<file path="src/rtl/csr_rmw_sequencer_if.sv">
// Signal bundle between issue, the CSR read-modify-write sequencer and the CSR data store.
// The master modport is the sequencer view; slave is the issue/store side.
interface csr_rmw_sequencer_if #(
    parameter int NUM_WARPS     = 4,
    parameter int CSR_ADDR_BITS = 12,
    parameter int CSR_WIDTH     = 12
);
    localparam int NW_BITS = (NUM_WARPS > 1) ? $clog2(NUM_WARPS) : 1;

    logic                     req_valid;
    logic                     req_ready;
    logic [NW_BITS-1:0]       req_wid;
    logic [CSR_ADDR_BITS-1:0] req_addr;
    logic [1:0]               req_op;
    logic                     req_use_imm;
    logic [4:0]               req_imm;
    logic [4:0]               req_rs1_idx;
    logic [31:0]              req_rs1_data;
    logic [4:0]               req_rd;

    logic                     rsp_valid;
    logic                     rsp_ready;
    logic [NW_BITS-1:0]       rsp_wid;
    logic [4:0]               rsp_rd;
    logic                     rsp_wb;
    logic [31:0]              rsp_data;
    logic                     rsp_illegal;

    logic                     csr_read_enable;
    logic [CSR_ADDR_BITS-1:0] csr_read_addr;
    logic [NW_BITS-1:0]       csr_read_wid;
    logic [31:0]              csr_read_data;
    logic                     csr_write_enable;
    logic [CSR_ADDR_BITS-1:0] csr_write_addr;
    logic [NW_BITS-1:0]       csr_write_wid;
    logic [CSR_WIDTH-1:0]     csr_write_data;

    modport master (
        input  req_valid, req_wid, req_addr, req_op, req_use_imm, req_imm, req_rs1_idx,
               req_rs1_data, req_rd, rsp_ready, csr_read_data,
        output req_ready, rsp_valid, rsp_wid, rsp_rd, rsp_wb, rsp_data, rsp_illegal,
               csr_read_enable, csr_read_addr, csr_read_wid, csr_write_enable,
               csr_write_addr, csr_write_wid, csr_write_data
    );

    modport slave (
        output req_valid, req_wid, req_addr, req_op, req_use_imm, req_imm, req_rs1_idx,
               req_rs1_data, req_rd, rsp_ready, csr_read_data,
        input  req_ready, rsp_valid, rsp_wid, rsp_rd, rsp_wb, rsp_data, rsp_illegal,
               csr_read_enable, csr_read_addr, csr_read_wid, csr_write_enable,
               csr_write_addr, csr_write_wid, csr_write_data
    );
endinterface

</file>
<file path="src/rtl/csr_rmw_sequencer.sv">
// Serialises CSR instructions into a read cycle, an optional write cycle and a held response
// carrying the old CSR value for register writeback.
module csr_rmw_sequencer #(
    parameter int NUM_WARPS     = 4,
    parameter int CSR_ADDR_BITS = 12,
    parameter int CSR_WIDTH     = 12
) (
    input  logic                 clk,
    input  logic                 reset,
    csr_rmw_sequencer_if.master  bus,
    output logic                 o_busy
);
    localparam int NW_BITS = (NUM_WARPS > 1) ? $clog2(NUM_WARPS) : 1;

    typedef enum logic [1:0] {StIdle, StRead, StWrite, StRsp} state_e;

    state_e                   r_state;
    state_e                   w_state_next;

    logic [NW_BITS-1:0]       r_wid;
    logic [CSR_ADDR_BITS-1:0] r_addr;
    logic [1:0]               r_op;
    logic                     r_use_imm;
    logic [4:0]               r_imm;
    logic [4:0]               r_rs1_idx;
    logic [31:0]              r_rs1_data;
    logic [4:0]               r_rd;
    logic [31:0]              r_old;
    logic [CSR_WIDTH-1:0]     r_new;
    logic                     r_illegal;

    logic                     w_accept;
    logic [31:0]              w_src;
    logic [31:0]              w_new;
    logic                     w_do_write;
    logic                     w_ro;
    logic                     w_unused_new;

    assign w_accept     = (r_state == StIdle) && bus.req_valid;
    // Only the low CSR_WIDTH bits of the computed value reach the store.
    assign w_unused_new = ^w_new;

    always_comb begin
        w_src = r_use_imm ? {27'b0, r_imm} : r_rs1_data;
        case (r_op)
            2'b01:   w_new = w_src;
            2'b10:   w_new = bus.csr_read_data | w_src;
            2'b11:   w_new = bus.csr_read_data & ~w_src;
            default: w_new = bus.csr_read_data;
        endcase
        // Set/clear with a zero source (x0 or uimm 0) is a pure read.
        w_do_write = (r_op == 2'b01) ||
                     (r_op[1] && (r_use_imm ? (r_imm != 5'd0) : (r_rs1_idx != 5'd0)));
        w_ro       = (r_addr[CSR_ADDR_BITS-1 -: 2] == 2'b11);
    end

    always_comb begin
        w_state_next = r_state;
        unique case (r_state)
            StIdle:  if (bus.req_valid) w_state_next = StRead;
            StRead:  w_state_next = (w_do_write && !w_ro) ? StWrite : StRsp;
            StWrite: w_state_next = StRsp;
            StRsp:   if (bus.rsp_ready) w_state_next = StIdle;
            default: w_state_next = StIdle;
        endcase
    end

    always_comb begin
        bus.req_ready        = (r_state == StIdle);
        bus.rsp_valid        = 1'b0;
        bus.rsp_wid          = '0;
        bus.rsp_rd           = '0;
        bus.rsp_wb           = 1'b0;
        bus.rsp_data         = '0;
        bus.rsp_illegal      = 1'b0;
        bus.csr_read_enable  = 1'b0;
        bus.csr_read_addr    = '0;
        bus.csr_read_wid     = '0;
        bus.csr_write_enable = 1'b0;
        bus.csr_write_addr   = '0;
        bus.csr_write_wid    = '0;
        bus.csr_write_data   = '0;
        o_busy               = (r_state != StIdle);
        unique case (r_state)
            StRead: begin
                bus.csr_read_enable = 1'b1;
                bus.csr_read_addr   = r_addr;
                bus.csr_read_wid    = r_wid;
            end
            StWrite: begin
                bus.csr_write_enable = 1'b1;
                bus.csr_write_addr   = r_addr;
                bus.csr_write_wid    = r_wid;
                bus.csr_write_data   = r_new;
            end
            StRsp: begin
                bus.rsp_valid   = 1'b1;
                bus.rsp_wid     = r_wid;
                bus.rsp_rd      = r_rd;
                bus.rsp_wb      = (r_rd != 5'd0);
                bus.rsp_data    = r_old;
                bus.rsp_illegal = r_illegal;
            end
            default: ;
        endcase
    end

    always_ff @(posedge clk) begin
        if (reset) begin
            r_state    <= StIdle;
            r_wid      <= '0;
            r_addr     <= '0;
            r_op       <= '0;
            r_use_imm  <= 1'b0;
            r_imm      <= '0;
            r_rs1_idx  <= '0;
            r_rs1_data <= '0;
            r_rd       <= '0;
            r_old      <= '0;
            r_new      <= '0;
            r_illegal  <= 1'b0;
        end else begin
            r_state <= w_state_next;
            if (w_accept) begin
                r_wid      <= bus.req_wid;
                r_addr     <= bus.req_addr;
                r_op       <= bus.req_op;
                r_use_imm  <= bus.req_use_imm;
                r_imm      <= bus.req_imm;
                r_rs1_idx  <= bus.req_rs1_idx;
                r_rs1_data <= bus.req_rs1_data;
                r_rd       <= bus.req_rd;
            end
            if (r_state == StRead) begin
                r_old     <= bus.csr_read_data;
                r_new     <= w_new[CSR_WIDTH-1:0];
                r_illegal <= w_do_write && w_ro;
            end
        end
    end
endmodule

</file>
<file path="src/flat_wrapper.sv">
// flat-port wrapper written by rule: the top's interface ports become plain ports
module csr_rmw_sequencer_flat 
#(
    parameter int NUM_WARPS     = 4,
    parameter int CSR_ADDR_BITS = 12,
    parameter int CSR_WIDTH     = 12
)
  (clk, reset, o_busy, bus_req_valid, bus_req_wid, bus_req_addr, bus_req_op, bus_req_use_imm, bus_req_imm, bus_req_rs1_idx, bus_req_rs1_data, bus_req_rd, bus_rsp_ready, bus_csr_read_data, bus_req_ready, bus_rsp_valid, bus_rsp_wid, bus_rsp_rd, bus_rsp_wb, bus_rsp_data, bus_rsp_illegal, bus_csr_read_enable, bus_csr_read_addr, bus_csr_read_wid, bus_csr_write_enable, bus_csr_write_addr, bus_csr_write_wid, bus_csr_write_data);
  csr_rmw_sequencer_if #(.NUM_WARPS(NUM_WARPS), .CSR_ADDR_BITS(CSR_ADDR_BITS), .CSR_WIDTH(CSR_WIDTH)) bus_i ();
  input  logic clk;
  input  logic reset;
  output logic o_busy;
  input wire logic [$bits(bus_i.req_valid)-1:0] bus_req_valid;
  input wire logic [$bits(bus_i.req_wid)-1:0] bus_req_wid;
  input wire logic [$bits(bus_i.req_addr)-1:0] bus_req_addr;
  input wire logic [$bits(bus_i.req_op)-1:0] bus_req_op;
  input wire logic [$bits(bus_i.req_use_imm)-1:0] bus_req_use_imm;
  input wire logic [$bits(bus_i.req_imm)-1:0] bus_req_imm;
  input wire logic [$bits(bus_i.req_rs1_idx)-1:0] bus_req_rs1_idx;
  input wire logic [$bits(bus_i.req_rs1_data)-1:0] bus_req_rs1_data;
  input wire logic [$bits(bus_i.req_rd)-1:0] bus_req_rd;
  input wire logic [$bits(bus_i.rsp_ready)-1:0] bus_rsp_ready;
  input wire logic [$bits(bus_i.csr_read_data)-1:0] bus_csr_read_data;
  output wire logic [$bits(bus_i.req_ready)-1:0] bus_req_ready;
  output wire logic [$bits(bus_i.rsp_valid)-1:0] bus_rsp_valid;
  output wire logic [$bits(bus_i.rsp_wid)-1:0] bus_rsp_wid;
  output wire logic [$bits(bus_i.rsp_rd)-1:0] bus_rsp_rd;
  output wire logic [$bits(bus_i.rsp_wb)-1:0] bus_rsp_wb;
  output wire logic [$bits(bus_i.rsp_data)-1:0] bus_rsp_data;
  output wire logic [$bits(bus_i.rsp_illegal)-1:0] bus_rsp_illegal;
  output wire logic [$bits(bus_i.csr_read_enable)-1:0] bus_csr_read_enable;
  output wire logic [$bits(bus_i.csr_read_addr)-1:0] bus_csr_read_addr;
  output wire logic [$bits(bus_i.csr_read_wid)-1:0] bus_csr_read_wid;
  output wire logic [$bits(bus_i.csr_write_enable)-1:0] bus_csr_write_enable;
  output wire logic [$bits(bus_i.csr_write_addr)-1:0] bus_csr_write_addr;
  output wire logic [$bits(bus_i.csr_write_wid)-1:0] bus_csr_write_wid;
  output wire logic [$bits(bus_i.csr_write_data)-1:0] bus_csr_write_data;
  assign bus_i.req_valid = bus_req_valid;
  assign bus_i.req_wid = bus_req_wid;
  assign bus_i.req_addr = bus_req_addr;
  assign bus_i.req_op = bus_req_op;
  assign bus_i.req_use_imm = bus_req_use_imm;
  assign bus_i.req_imm = bus_req_imm;
  assign bus_i.req_rs1_idx = bus_req_rs1_idx;
  assign bus_i.req_rs1_data = bus_req_rs1_data;
  assign bus_i.req_rd = bus_req_rd;
  assign bus_i.rsp_ready = bus_rsp_ready;
  assign bus_i.csr_read_data = bus_csr_read_data;
  assign bus_req_ready = bus_i.req_ready;
  assign bus_rsp_valid = bus_i.rsp_valid;
  assign bus_rsp_wid = bus_i.rsp_wid;
  assign bus_rsp_rd = bus_i.rsp_rd;
  assign bus_rsp_wb = bus_i.rsp_wb;
  assign bus_rsp_data = bus_i.rsp_data;
  assign bus_rsp_illegal = bus_i.rsp_illegal;
  assign bus_csr_read_enable = bus_i.csr_read_enable;
  assign bus_csr_read_addr = bus_i.csr_read_addr;
  assign bus_csr_read_wid = bus_i.csr_read_wid;
  assign bus_csr_write_enable = bus_i.csr_write_enable;
  assign bus_csr_write_addr = bus_i.csr_write_addr;
  assign bus_csr_write_wid = bus_i.csr_write_wid;
  assign bus_csr_write_data = bus_i.csr_write_data;
  csr_rmw_sequencer #(.NUM_WARPS(NUM_WARPS), .CSR_ADDR_BITS(CSR_ADDR_BITS), .CSR_WIDTH(CSR_WIDTH)) u_core (.clk(clk), .reset(reset), .bus(bus_i), .o_busy(o_busy));
endmodule
</file>
<file path="config.mk">
export PLATFORM = sky130hd
export DESIGN_NAME = csr_rmw_sequencer_flat
export DESIGN_NICKNAME = d
export VERILOG_FILES = /design/src/rtl/csr_rmw_sequencer_if.sv /design/src/rtl/csr_rmw_sequencer.sv /design/src/flat_wrapper.sv
export SDC_FILE = /design/constraint.sdc
export NUM_CORES = 1
export LEC_CHECK = 0
export ABC_AREA = 1
export CORE_UTILIZATION = 30
export CTS_CLUSTER_SIZE = 25
export DETAILED_ROUTE_END_ITERATION = 10
export PLACE_DENSITY = 0.63
export SLEW_MARGIN = 10
export SYNTH_ARGS = -nofsm -noshare
export SYNTH_HDL_FRONTEND = slang
export SYNTH_SLANG_ARGS = --single-unit
</file>
<file path="constraint.sdc">
create_clock -name clk -period 1.55 [get_ports clk]
set_clock_uncertainty 0.05 [all_clocks]
set_input_delay 0.155 -clock clk [delete_from_list [all_inputs] [get_ports clk]]
set_output_delay 0.155 -clock clk [all_outputs]
set_load 0.005 [all_outputs]
</file>
==> results.cfg <==
[worst_setup_path]
crit_slowest_cell = dfxtp_4
slowest_delay_ns = 0.38
cpMostUsedCell = buf_4
ff2ff_path_depth = 9
ff2ff_setup_slack_ns = -0.07
crit_chain = ha_4 -> buf_4 -> buf_12 -> buf_4 -> nand2_1 -> inv_1 -> dlymetal6s2s_1
r2r_start = u_core.r_state[1]
crit_type = register to output port
cp.arrival_ns = 1.57
r2r_end = u_core.r_new[7]
cp.required_ns = 1.34
start_kind = register
critPathMaxFanout = 5
worstSetupEndpointType = output port

[die]
die_w_um = 120.7
fp.dieArea_um2 = 14580
pin_count = 186
initial_core_util_pct = 30.59
coreArea_um2 = 13830
row_count = 43
die_height_um = 120.7

[clock_tree]
cts_sinks = 91
cts_root_buf = clkbuf_16
cts_buffers = 9
clockBufferDepth = 2
clk_latency_ns = 0.35
cts_tree = done
clk_pin_slew_ns = 0.07
h-tree-depth = 3

[global_routing]
grt_pass1_wl_mm = 20.52
grt_max_degree = 49
grt_overflow = 0
grt_pass1_vias = 4088
antenna_found_initial = 0
grtUsageTotal_pct = 18.08

[sta]
rsz0062_at_grt = yes
min_period_over_period_pct = 114.3
final_hold_viol_count = 0
slew_viol_final = 0
hold-worst-slack_ns = 0.3365
relSlewSlack_pct = 70.22
setup_viol = 100
worstMarginPinSlew_ns = 0.4420
min_period_ns = 1.771
max_freq_mhz = 564.6
worst_slack_ns = -0.2212

[route]
remaining_drc_errors = 0
ant_nets = 0
num_vias = 4787
post_drt_wl_per_cell_um = 14.00
vias_per_cell = 4.516
routed_wl_mm = 14.85
first_pass_iters = 4
first_iter_violations = 246

[placed_design]
hpwl_mm = 8.787
place_congestion = 0.7670
port-buffer-count = 165

[finish]
ff_latch_area_um2 = 1829
fin_util_pct = 56.27
layout.nets = 979
diodes = 0
multi_input_area_um2 = 2355
drive_gt1_share_pct = 39.43
fill_cells = 1240
syn_to_final_growth_pct = 83.91

[power]
p_leak_uw = 0.004258
peakVddDrop_mv = 0.6359
p_per_area_nw_per_um2 = 1618

[outcome]
status = finished with violations
violations = negative setup slack

[min_path]
worstHoldEndpoint = u_core.r_old[13]
holdCritPathClass = input port to register
holdPathStages = 3
hold_start = bus_csr_read_data[13]

[synthesis]
avgSynthCellArea_um2 = 6.449
ys_seq_elements = 91
synth-edff-count = 0
synth_nets = 760
netlist_instances = 656
ys.flop_type = dfxtp_1
syn_area_um2 = 4230
ys_warn_count = 0
seq_area_frac_synth_pct = 43.06
synth-async-reset-ratio_pct = 0
synth.distinct_cells = 25

[flow_run]
maxCapViolations = 0
==> critical path: cells and delay by family, from the launching register on <==
family,cells,cell delay [ns]
simple gates,1,0.06
flops,1,0.38
buf+inv,5,0.58
fa+ha+maj,1,0.20
==> metrics by stage <==
step                cell area (um^2)  instances  setup slack [ns]  power [uW]  setup TNS [ns]
finish                          7780       1060           -0.2212       12590          -9.860
CTS                             6585       1007           -0.3625       10270          -14.70
global route                    7780       1060           -0.2635       13350          -15.38
floorplan                       4230        656           0.09496        5806               0
global placement                6208        985           -0.1274        7532          -5.037
detailed placement              6208        985           -0.1377        7574          -6.327
==> flip-flops by register name (all words and copies together), names as in the netlist <==
signal,count
u_core.r_use_imm,1
u_core.r_rs1_idx,5
u_core.r_new,12
u_core.r_imm,5
u_core.r_wid,2
u_core.r_illegal,1
u_core.r_state,2
u_core.r_rd,5
u_core.r_op,2
u_core.r_rs1_data,12
u_core.r_old,32
u_core.r_addr,12
==> per-layer routing <==
metal  up-vias  GRT usage [%]  wire, um
li1       2432              -         -
met1      2195          23.11      6552
met2       139          28.95      7111
met3        21          4.481       893
met4         0          7.407       288
met5         -              0         0
==> synthesized netlist by cell type (4+ instances only) <==
library cell | n | area [um^2]
a21oi_1 | 18 | 90.09
buf_2 | 8 | 40.04
clkbuf_1 | 27 | 101.4
dfxtp_1 | 91 | 1822
ha_1 | 4 | 50.05
inv_1 | 98 | 367.9
inv_2 | 6 | 22.52
nand2_1 | 113 | 424.2
nand3_1 | 8 | 40.04
nor2_1 | 165 | 619.3
o21ai_0 | 77 | 385.4
o21ai_1 | 17 | 85.08
o22ai_1 | 8 | 50.05
==> final cells by class <==
class / count / share of cell area [%]
inverter: 105 / 5.179
multi-input combinational: 420 / 30.27
tap: 180 / 2.895
timing repair buffer: 248 / 33.76
clock buffer: 9 / 2.895
sequential: 91 / 23.51
clock inverter: 7 / 1.496
==> cell families (layout without fill, tap and decap cells) <==
family	count (synthesis)	after routing	synth area share (%)
AND/OR/NAND/NOR	292	292	26.86
buffers and inverters	145	369	13.72
AO/OA/AOI/OAI	124	124	15.17
flip-flops	91	91	43.06
adder cells (fa/ha/maj)	4	4	1.183
==> how the worst max path moves through the flow <==
stage                            startpoint                     end  slack [ns]
after global routing      u_core.r_state[0]        bus_rsp_data[27]       -0.26
final                     u_core.r_state[0]        bus_rsp_data[27]       -0.22
after CTS                 u_core.r_state[0]        bus_rsp_data[14]       -0.36
after floorplan           u_core.r_state[0]  bus_csr_write_addr[10]        0.09
after global placement    u_core.r_state[0]        bus_rsp_data[21]       -0.13
after detailed placement  u_core.r_state[0]        bus_rsp_data[21]       -0.14
==> cell usage in the layout (no fill, tap or decap), types with 19 or more instances in the layout <==
cell type	instances
nand2_4	30
clkdlybuf4s50_1	79
inv_1	48
nand2_1	47
clkbuf_2	37
o21ai_0	76
nor2_1	146
buf_4	19
dfxtp_1	89
nand2_2	36
inv_2	54
buf_6	59
==> power breakdown <==
part / leakage [uW] / internal [uW] / switching, uW
registers: 0.000753 / 3170 / 709
logic: 0.00334 / 3140 / 3020
clock network: 0.000165 / 1570 / 977
total: 0.00426 / 7880 / 4710
==> repair_timing <==
| item | CTS | global route |
|---|---|---|
| pin swaps | 2 | 39 |
| endpoints found under the hold margin | 0 | 0 |
| setup buffers | 5 | 43 |
| resized for setup | 165 | 390 |
| gates cloned | 1 | 10 |
| hold buffers | 0 | 0 |
| setup endpoints to repair | 124 | 173 |
No activity file was read; power rests on OpenSTA's default activity.
